`src/rtl/lcd_controller.sv`:
```
// HD44780-compatible character LCD write controller.
//
// Accepts a 10-bit command word with a start strobe and drives the LCD's 8-bit parallel write
// interface, including setup, enable pulse, hold and execution wait timing. After reset it
// runs the power-on init sequence by itself (when INIT_EN=1). Each command accepted in IDLE
// ends with a one-cycle finish pulse. All outputs are registered.
//
// Ports:
//   clk        system clock
//   rst        asynchronous active-low reset
//   start      command request, sampled only in IDLE
//   lcd_data   command word: [9]=RS, [8]=RW (ignored, always written), [7:0]=DB
//   finish     one-cycle pulse when an accepted command completes
//   busy       high whenever the controller is not idle
//   init_done  high once the init sequence has completed
//   lcd_e      LCD enable
//   lcd_rs     LCD register select
//   lcd_rw     LCD read/write, tied to write
//   lcd_db     LCD data bus
module lcd_controller #(
  parameter bit          INIT_EN     = 1'b1,
  parameter int unsigned T_POWERON   = 750000,
  parameter int unsigned T_SETUP     = 2,
  parameter int unsigned T_EPULSE    = 12,
  parameter int unsigned T_HOLD      = 2,
  parameter int unsigned T_EXEC      = 1850,
  parameter int unsigned T_EXEC_LONG = 76000
) (
  input  logic       clk,
  input  logic       rst,
  input  logic       start,
  input  logic [9:0] lcd_data,
  output logic       finish,
  output logic       busy,
  output logic       init_done,
  output logic       lcd_e,
  output logic       lcd_rs,
  output logic       lcd_rw,
  output logic [7:0] lcd_db
);

  // One shared counter sized for the longest wait; it only ever counts 0..T-1.
  localparam int unsigned MaxA = (T_POWERON > T_EXEC_LONG) ? T_POWERON : T_EXEC_LONG;
  localparam int unsigned MaxB = (T_SETUP > T_EPULSE) ? T_SETUP : T_EPULSE;
  localparam int unsigned MaxC = (T_HOLD > T_EXEC) ? T_HOLD : T_EXEC;
  localparam int unsigned MaxBC = (MaxB > MaxC) ? MaxB : MaxC;
  localparam int unsigned MaxT = (MaxA > MaxBC) ? MaxA : MaxBC;
  localparam int unsigned CntW = (MaxT > 1) ? $clog2(MaxT) : 1;

  typedef logic [CntW-1:0] cnt_t;

  localparam cnt_t PwrLast   = cnt_t'(T_POWERON - 1);
  localparam cnt_t SetupLast = cnt_t'(T_SETUP - 1);
  localparam cnt_t EpLast    = cnt_t'(T_EPULSE - 1);
  localparam cnt_t HoldLast  = cnt_t'(T_HOLD - 1);
  localparam cnt_t ExecLast  = cnt_t'(T_EXEC - 1);
  localparam cnt_t LongLast  = cnt_t'(T_EXEC_LONG - 1);

  typedef enum logic [2:0] {
    StPwr,
    StSetup,
    StEpulse,
    StHold,
    StExec,
    StDone,
    StIdle
  } state_e;

  state_e     state_q, state_d;
  cnt_t       cnt_q, cnt_d;
  logic [1:0] idx_q, idx_d;
  logic       in_init_q, in_init_d;
  logic       rs_q, rs_d;
  logic [7:0] db_q, db_d;
  logic       e_q, e_d;
  logic       finish_q, finish_d;
  logic       busy_q, busy_d;
  logic       init_done_q, init_done_d;
  logic       exec_long;
  cnt_t       exec_last;

  // Read requests are performed as writes, so the RW bit is intentionally dropped.
  logic unused_rw;
  assign unused_rw = lcd_data[8];

  function automatic logic [7:0] init_word(logic [1:0] idx);
    logic [7:0] w;
    unique case (idx)
      2'd0:    w = 8'h38;  // function set
      2'd1:    w = 8'h0C;  // display on
      2'd2:    w = 8'h01;  // clear
      default: w = 8'h06;  // entry mode
    endcase
    return w;
  endfunction

  // Clear (0x01) and home (0x02/0x03) need the long execution wait.
  assign exec_long = !rs_q && ((db_q == 8'h01) || (db_q[7:1] == 7'b0000001));
  assign exec_last = exec_long ? LongLast : ExecLast;

  always_comb begin
    state_d     = state_q;
    cnt_d       = cnt_q;
    idx_d       = idx_q;
    in_init_d   = in_init_q;
    rs_d        = rs_q;
    db_d        = db_q;
    e_d         = 1'b0;
    finish_d    = 1'b0;
    init_done_d = init_done_q;

    unique case (state_q)
      StPwr: begin
        if (cnt_q == PwrLast) begin
          state_d = StSetup;
          idx_d   = 2'd0;
          rs_d    = 1'b0;
          db_d    = init_word(2'd0);
        end
      end
      StSetup: begin
        if (cnt_q == SetupLast) begin
          state_d = StEpulse;
          e_d     = 1'b1;
        end
      end
      StEpulse: begin
        e_d = 1'b1;
        if (cnt_q == EpLast) begin
          state_d = StHold;
          e_d     = 1'b0;
        end
      end
      StHold: begin
        if (cnt_q == HoldLast) begin
          state_d = StExec;
        end
      end
      StExec: begin
        if (cnt_q == exec_last) begin
          if (!in_init_q) begin
            state_d  = StDone;
            finish_d = 1'b1;
          end else if (idx_q == 2'd3) begin
            state_d     = StIdle;
            in_init_d   = 1'b0;
            init_done_d = 1'b1;
          end else begin
            state_d = StSetup;
            idx_d   = idx_q + 2'd1;
            rs_d    = 1'b0;
            db_d    = init_word(idx_q + 2'd1);
          end
        end
      end
      StDone: begin
        state_d = StIdle;
      end
      StIdle: begin
        if (start) begin
          state_d = StSetup;
          rs_d    = lcd_data[9];
          db_d    = lcd_data[7:0];
        end
      end
      default: begin
        state_d = StIdle;
      end
    endcase

    if (state_d != state_q) begin
      cnt_d = '0;
    end else if (state_q != StIdle) begin
      cnt_d = cnt_q + cnt_t'(1);
    end

    busy_d = (state_d != StIdle);
  end

  always_ff @(posedge clk or negedge rst) begin
    if (!rst) begin
      state_q     <= INIT_EN ? StPwr : StIdle;
      cnt_q       <= '0;
      idx_q       <= 2'd0;
      in_init_q   <= INIT_EN;
      rs_q        <= 1'b0;
      db_q        <= 8'h00;
      e_q         <= 1'b0;
      finish_q    <= 1'b0;
      busy_q      <= INIT_EN;
      init_done_q <= !INIT_EN;
    end else begin
      state_q     <= state_d;
      cnt_q       <= cnt_d;
      idx_q       <= idx_d;
      in_init_q   <= in_init_d;
      rs_q        <= rs_d;
      db_q        <= db_d;
      e_q         <= e_d;
      finish_q    <= finish_d;
      busy_q      <= busy_d;
      init_done_q <= init_done_d;
    end
  end

  assign finish    = finish_q;
  assign busy      = busy_q;
  assign init_done = init_done_q;
  assign lcd_e     = e_q;
  assign lcd_rs    = rs_q;
  assign lcd_rw    = 1'b0;
  assign lcd_db    = db_q;

endmodule

```
`config.mk`:
```
export PLATFORM = sky130hd
export DESIGN_NAME = lcd_controller
export DESIGN_NICKNAME = d
export VERILOG_FILES = /design/src/rtl/lcd_controller.sv
export SDC_FILE = /design/constraint.sdc
export NUM_CORES = 1
export LEC_CHECK = 0
export ABC_AREA = 1
export CORE_MARGIN = 5
export CORE_UTILIZATION = 50
export CTS_CLUSTER_DIAMETER = 100
export DETAILED_ROUTE_END_ITERATION = 6
export GPL_TIMING_DRIVEN = 0
export PLACE_DENSITY = 0.7
export SYNTH_ARGS = -nofsm -noshare
export SYNTH_HDL_FRONTEND = slang
export SYNTH_SLANG_ARGS = --single-unit
```
`constraint.sdc`:
```
create_clock -name clk -period 2.1 [get_ports clk]
set_input_delay 0.42 -clock clk [delete_from_list [all_inputs] [get_ports clk]]
set_output_delay 0.42 -clock clk [all_outputs]
set_load 0.05 [all_outputs]
```
==> flow_metrics.py, run 1 <==
metrics = {
    "grt": {
        "grtUsageTotal_pct": 18.0,
        "grt_pass1_vias": 1967,
        "antenna_found_initial": 0,
        "grt_pass1_wl_um": 9160,
        "globalRouteOverflowTotal": 0,
        "grt_max_degree": 40,
    },
    "finish": {
        "area_growth_pct": 17.9,
        "instances_no_fill": 412,
        "num-nets-final": 362,
        "n_antenna_cell": 0,
        "drive_gt1_share_pct": 19.1,
        "final_area_um2": 2900,
        "n_fill_cell": 434,
    },
    "route": {
        "drc": 0,
        "wl_per_cell_um": 12.3,
        "dr_total_vias": 2027,
        "viasPerCell": 4.92,
        "ant_nets": 0,
        "wirelength_um": 5050,
        "dr.pass1.iters": 4,
        "drt_iter0_drc": 157,
    },
    "clock_tree": {
        "insertion_delay_ns": 0.28,
        "cts_tree": "built",
        "clk_pin_slew_ns": 0.07,
        "clkSinkCount": 39,
        "clockBufferDepth": 2,
        "h-tree-depth": 2,
        "cts_made_buffers": 5,
        "cts_hold_buffers": 0,
        "ctsRootBufferMaster": "clkbuf_8",
    },
    "logic_synthesis": {
        "synth_ff_type": "dfrtp_1",
        "ys_seq_area_share_pct": 39.7,
        "synth_top_cell_by_area": "dfrtp_1",
        "ys_ff_latch": 39,
        "syn_nets": 330,
        "syn_area_um2": 2460,
        "synth_cell_types": 34,
        "synth_common_cells": "63 x nand2_1, 45 x inv_1, 37 x dfrtp_1, 31 x nor2_1, 28 x nand3_1",
        "syn-instance-count": 312,
        "synth_top_area_share_pct": 37.6,
        "synth-async-reset-ratio_pct": 100,
        "synth_enable_flop_cells": 0,
        "yosysWarningCount": 0,
        "synth_area_leaders": "dfrtp_1 38%, nand2_1 9.6%, inv_1 6.9%",
        "synth.most_common_cell": "nand2_1",
        "avgSynthCellArea_um2": 7.90,
    },
    "floorplan": {
        "io_pins": 27,
        "initial_core_util_pct": 51.8,
        "row_count": 25,
        "die_w_um": 80.2,
        "dieArea_um2": 6430,
        "core_area_um2": 4750,
        "die_h_um": 80.2,
    },
    "sta": {
        "hold_violations": 0,
        "tightest_slew_ns": 0.838,
        "maxSlewHeadroom_pct": 44.1,
        "max_freq_mhz": 498,
        "timing.final.crit_share_pct": 95.6,
        "period_needed_ns": 2.01,
        "drv_slew": 0,
        "finClkSkew_ns": 0.00353,
        "setup_viol": 0,
        "hold_slack_ns": 0.239,
    },
    "worst_setup_path": {
        "arrival_ns": 1.59,
        "crit_family": "buffers and inverters",
        "crit_path_max_incr_delay_ns": 0.79,
        "critPathSlowestCell": "clkdlybuf4s50_1",
        "worstPathRequired_ns": 1.68,
        "worstPathMaxFanout": 1,
        "r2r_cells": 12,
        "critPathCaptureType": "output port",
        "reg2reg_from": "cnt_q[1]",
        "start_kind": "flip-flop",
        "cp.buffers_inverters": 1,
        "path_depth": 1,
        "crit_chain": "clkdlybuf4s50_1",
        "worstSetupStartpoint": "busy",
        "critPathKind": "reg -> out",
    },
    "placement": {
        "place_area_um2": 2780,
        "dp_hpwl_um": 3820,
        "dp_cells": 403,
        "place.gp.congestion": 0.894,
        "port_buffers": 24,
    },
    "status": {
        "outcome": "completed",
    },
    "power": {
        "cellPowerDensity_nw_per_um2": 1210,
        "leakagePower_nw": 1.39,
        "irDropWorstVdd_mv": 0.986,
    },
    "flow_run": {
        "drv_cap": 0,
    },
    "hold_path": {
        "hold_class": "in -> async",
    },
}
[cells in the final DEF (no fill, tap or decap), types with 2 or more instances in the layout]
cell | Yosys | layout
nand2_1 | 63 | 62
inv_1 | 45 | 45
dfrtp_1 | 37 | 34
nor2_1 | 31 | 28
nand3_1 | 28 | 28
nor2_2 | 24 | 27
clkdlybuf4s50_1 | 0 | 23
xor2_1 | 14 | 14
o21ai_0 | 9 | 9
nand4_1 | 9 | 9
clkbuf_8 | 0 | 7
nor3_1 | 6 | 6
ha_1 | 5 | 5
nand2_2 | 3 | 4
nand3_2 | 3 | 3
nand3_4 | 3 | 3
a21oi_1 | 3 | 3
buf_6 | 3 | 3
nor2_4 | 3 | 3
xnor2_1 | 3 | 3
dfrtp_2 | 0 | 3
buf_2 | 1 | 2
a211oi_1 | 2 | 2
nor3_4 | 2 | 2
a22o_1 | 2 | 2
buf_4 | 1 | 2
dfstp_2 | 2 | 2
[sequential cells by signal, summed over array words and instances (netlist names)]
| register | cells |
|---|---|
| lcd_e | 1 |
| cnt_q | 20 |
| in_init_q | 1 |
| init_done | 1 |
| state_q | 3 |
| finish | 1 |
| lcd_db | 8 |
| idx_q | 2 |
| busy | 1 |
| lcd_rs | 1 |
[cells by family (layout without fill, tap and decap cells)]
kind of cell	after synthesis	in the layout	synth area share, %
other	1	1	0.152
DFF	39	39	39.7
AOI/OAI and AO/OA	20	20	5.03
xor gates and xnor gates	17	17	6.04
buffers and inverters	53	86	9.45
adders and majority gates	5	5	2.54
and+or+nand+nor	177	177	37.1
[path summary, 6_finish.rpt]
path,end,slack [ns]
setup / recovery,busy,0.09
hold / removal,cnt_q[5],0.24
setup reg to reg,cnt_q[6],0.21
hold reg to reg,init_done,0.49
max in group asynchronous,cnt_q[2],1.29
min in group clk,init_done,0.49
[what timing repair did]
item,CTS,global route
gates resized for setup,0,7
endpoints found under the setup margin,0,29
setup buffers,0,1
[per-stage QoR]
step,power (mW),TNS [ns],util [%],setup WS [ns]
6_report,3.51,0,61.1,0.0917
5_1_grt,3.79,-0.0135,61.1,-0.00682
4_1_cts,3.52,0,60.6,0.0764
3_5_place_dp,2.96,0,58.5,0.153
3_3_place_gp,2.95,-12.76,58.6,-0.347
2_1_floorplan,2.50,0,-,0.301
[power breakdown]
group          switching, mW  internal (mW)  leakage, nW
Sequential             0.136          0.921        0.514
Clock                  0.246          0.300       0.0515
Combinational           1.25          0.649        0.829
[layer usage]
| metal | share of wire, % | vias to the layer above | global-route usage (%) |
|---|---|---|---|
| met2 | 46 | 36 | 27.2 |
| met4 | 0.57 | 0 | 5.07 |
| met5 | 0 | - | 0 |
| met3 | 4.0 | 2 | 3.59 |
| met1 | 50 | 940 | 26.0 |
| li1 | - | 1049 | - |
[area by class of cell]
cell class              instances  area [µm²]  area share [%]
plain buffers                   5        46.3            1.59
clock buffers                   8         100            3.45
multi-input cells             220        1260            43.5
inverters                      48         186            6.42
flip-flops and latches         39         982            33.8
repair buffers                 25         243            8.36
well taps                      67        83.8            2.89
No activity file was read; power rests on OpenSTA's default activity.
==> inputs of run 2 (changes only) <==
- CORE_UTILIZATION: 50 -> 39
- PLACE_DENSITY: 0.7 -> 0.57
==> flow_metrics.py, run 2 (same netlist as run 1, synthesis figures left out) <==
metrics = {
    "status": {
        "outcome": "completed",
    },
    "sta": {
        "period_needed_ns": 2.01,
        "setup_viol": 0,
        "timing.final.crit_share_pct": 95.9,
        "maxSlewHeadroom_pct": 66.7,
        "max_freq_mhz": 496,
        "postLayoutSetupSlackWorst_ns": 0.0858,
        "tightest_slew_ns": 0.498,
        "finClkSkew_ns": 0.0121,
        "rsz0062_at_grt": "false",
        "drv_slew": 0,
        "hold_violations": 0,
        "setup_tns_ns": 0,
    },
    "clock_tree": {
        "h-tree-depth": 2,
        "insertion_delay_ns": 0.29,
        "cts_hold_buffers": 0,
        "ctsRootBufferMaster": "clkbuf_8",
        "clockBufferDepth": 2,
        "cts_tree": "built",
        "cts_made_buffers": 5,
        "clkSinkCount": 39,
        "clk_pin_slew_ns": 0.08,
    },
    "grt": {
        "grt_pass1_wl_um": 9140,
        "antenna_found_initial": 0,
        "grt_pass1_vias": 1982,
        "globalRouteOverflowTotal": 0,
        "grt_max_degree": 27,
        "grtUsageTotal_pct": 14.7,
    },
    "worst_setup_path": {
        "cp.buffers_inverters": 1,
        "worstPathRequired_ns": 1.68,
        "crit_path_max_incr_delay_ns": 0.79,
        "arrival_ns": 1.59,
        "critPathCaptureType": "output port",
        "path_depth": 1,
        "crit_chain": "clkdlybuf4s50_1",
        "critPathKind": "reg -> out",
        "r2r_cells": 12,
        "worstPathMaxFanout": 1,
        "critPathSlowestCell": "clkdlybuf4s50_1",
        "start_kind": "flip-flop",
        "crit_family": "buffers and inverters",
    },
    "finish": {
        "drive_gt1_share_pct": 20.7,
        "area_growth_pct": 20.6,
        "layout_commonest_cell": "nand2_1",
        "n_antenna_cell": 0,
        "largest_reg_flops": 20,
        "regMostFlops": "cnt_q",
        "mostFrequentLayoutCells": "61 x nand2_1, 45 x inv_1, 33 x dfrtp_1, 28 x nor2_1, 28 x nand3_1",
        "num-nets-final": 364,
        "post-route-util_pct": 47.6,
    },
    "floorplan": {
        "io_pins": 27,
        "row_count": 29,
        "die_h_um": 89.5,
        "dieArea_um2": 8010,
        "initial_core_util_pct": 39.5,
        "die_w_um": 89.5,
        "core_area_um2": 6240,
    },
    "power": {
        "seqPwrFrac_pct": 30.2,
        "cellPowerDensity_nw_per_um2": 1190,
        "power_switching_share_pct": 46.8,
        "p_sw_mw": 1.65,
        "pwr-share-comb_pct": 53.8,
        "power_mw": 3.52,
        "clock_power_share_pct": 15.9,
        "irDropWorstVdd_mv": 0.693,
        "leakagePower_nw": 1.41,
        "p_int_mw": 1.87,
    },
    "placement": {
        "port_buffers": 24,
        "pre_cts_ws_ns": 0.103,
        "dp_hpwl_um": 4140,
        "place.gp.congestion": 0.803,
    },
    "route": {
        "wirelength_um": 5330,
        "dr_total_vias": 2006,
        "drc": 0,
        "ant_nets": 0,
        "drt_iter0_drc": 35,
        "viasPerCell": 4.73,
        "wl_per_cell_um": 12.6,
        "dr.pass1.iters": 4,
    },
    "flow_run": {
        "drv_cap": 0,
    },
    "hold_path": {
        "hold_class": "in -> async",
    },
}
-- run 2: area by class of cell --
class	instances	area [µm²]
Buffer	5	46.3
Clock buffer	8	100
Fill cell	634	3270
Inverter	48	186
Multi-Input combinational cell	220	1290
Sequential cell	39	983
Tap cell	77	96.3
Timing Repair Buffer	27	270
-- run 2: timing repair --
action	4_1_cts	5_1_grt
buffers inserted	0	2
endpoints found under the setup margin	0	30
gates resized for setup	0	13
-- run 2: routing by layer --
metal | share of wire (%) | global-route usage, %
met1 | 48 | 19.7
met2 | 50 | 24.3
met3 | 2.4 | 3.04
met4 | 0.49 | 3.25
met5 | 0 | 0
-- run 2: stage by stage --
| step | instances | area, µm² | hold slack (ns) |
|---|---|---|---|
| finish | 424 | 2970 | 0.0181 |
| global route | 424 | 2970 | 0.0316 |
| CTS | 422 | 2920 | 0.0290 |
| detailed placement | 414 | 2820 | 0.341 |
| global placement | 413 | 2800 | 0.451 |
| floorplan | 312 | 2460 | 0.124 |
-- run 2: final timing paths --
| kind | from | to | slack [ns] |
|---|---|---|---|
| max reg2reg | cnt_q[11] | cnt_q[9] | 0.20 |
| max in group asynchronous | rst | busy | 1.55 |
| max | busy | busy | 0.09 |
| min reg2reg | init_done | init_done | 0.47 |
| min | rst | cnt_q[15] | 0.02 |
| min in group clk | init_done | init_done | 0.47 |
-- run 2: power groups by stage --
stage	Clock, mW	Combinational (mW)	Sequential (mW)
final	0.561	1.90	1.06
after global routing	0.620	2.10	1.09
after detailed placement	0	1.91	1.08
after floorplan	0	1.17	1.33
after global placement	0	1.89	1.07
after CTS	0.587	1.92	1.06
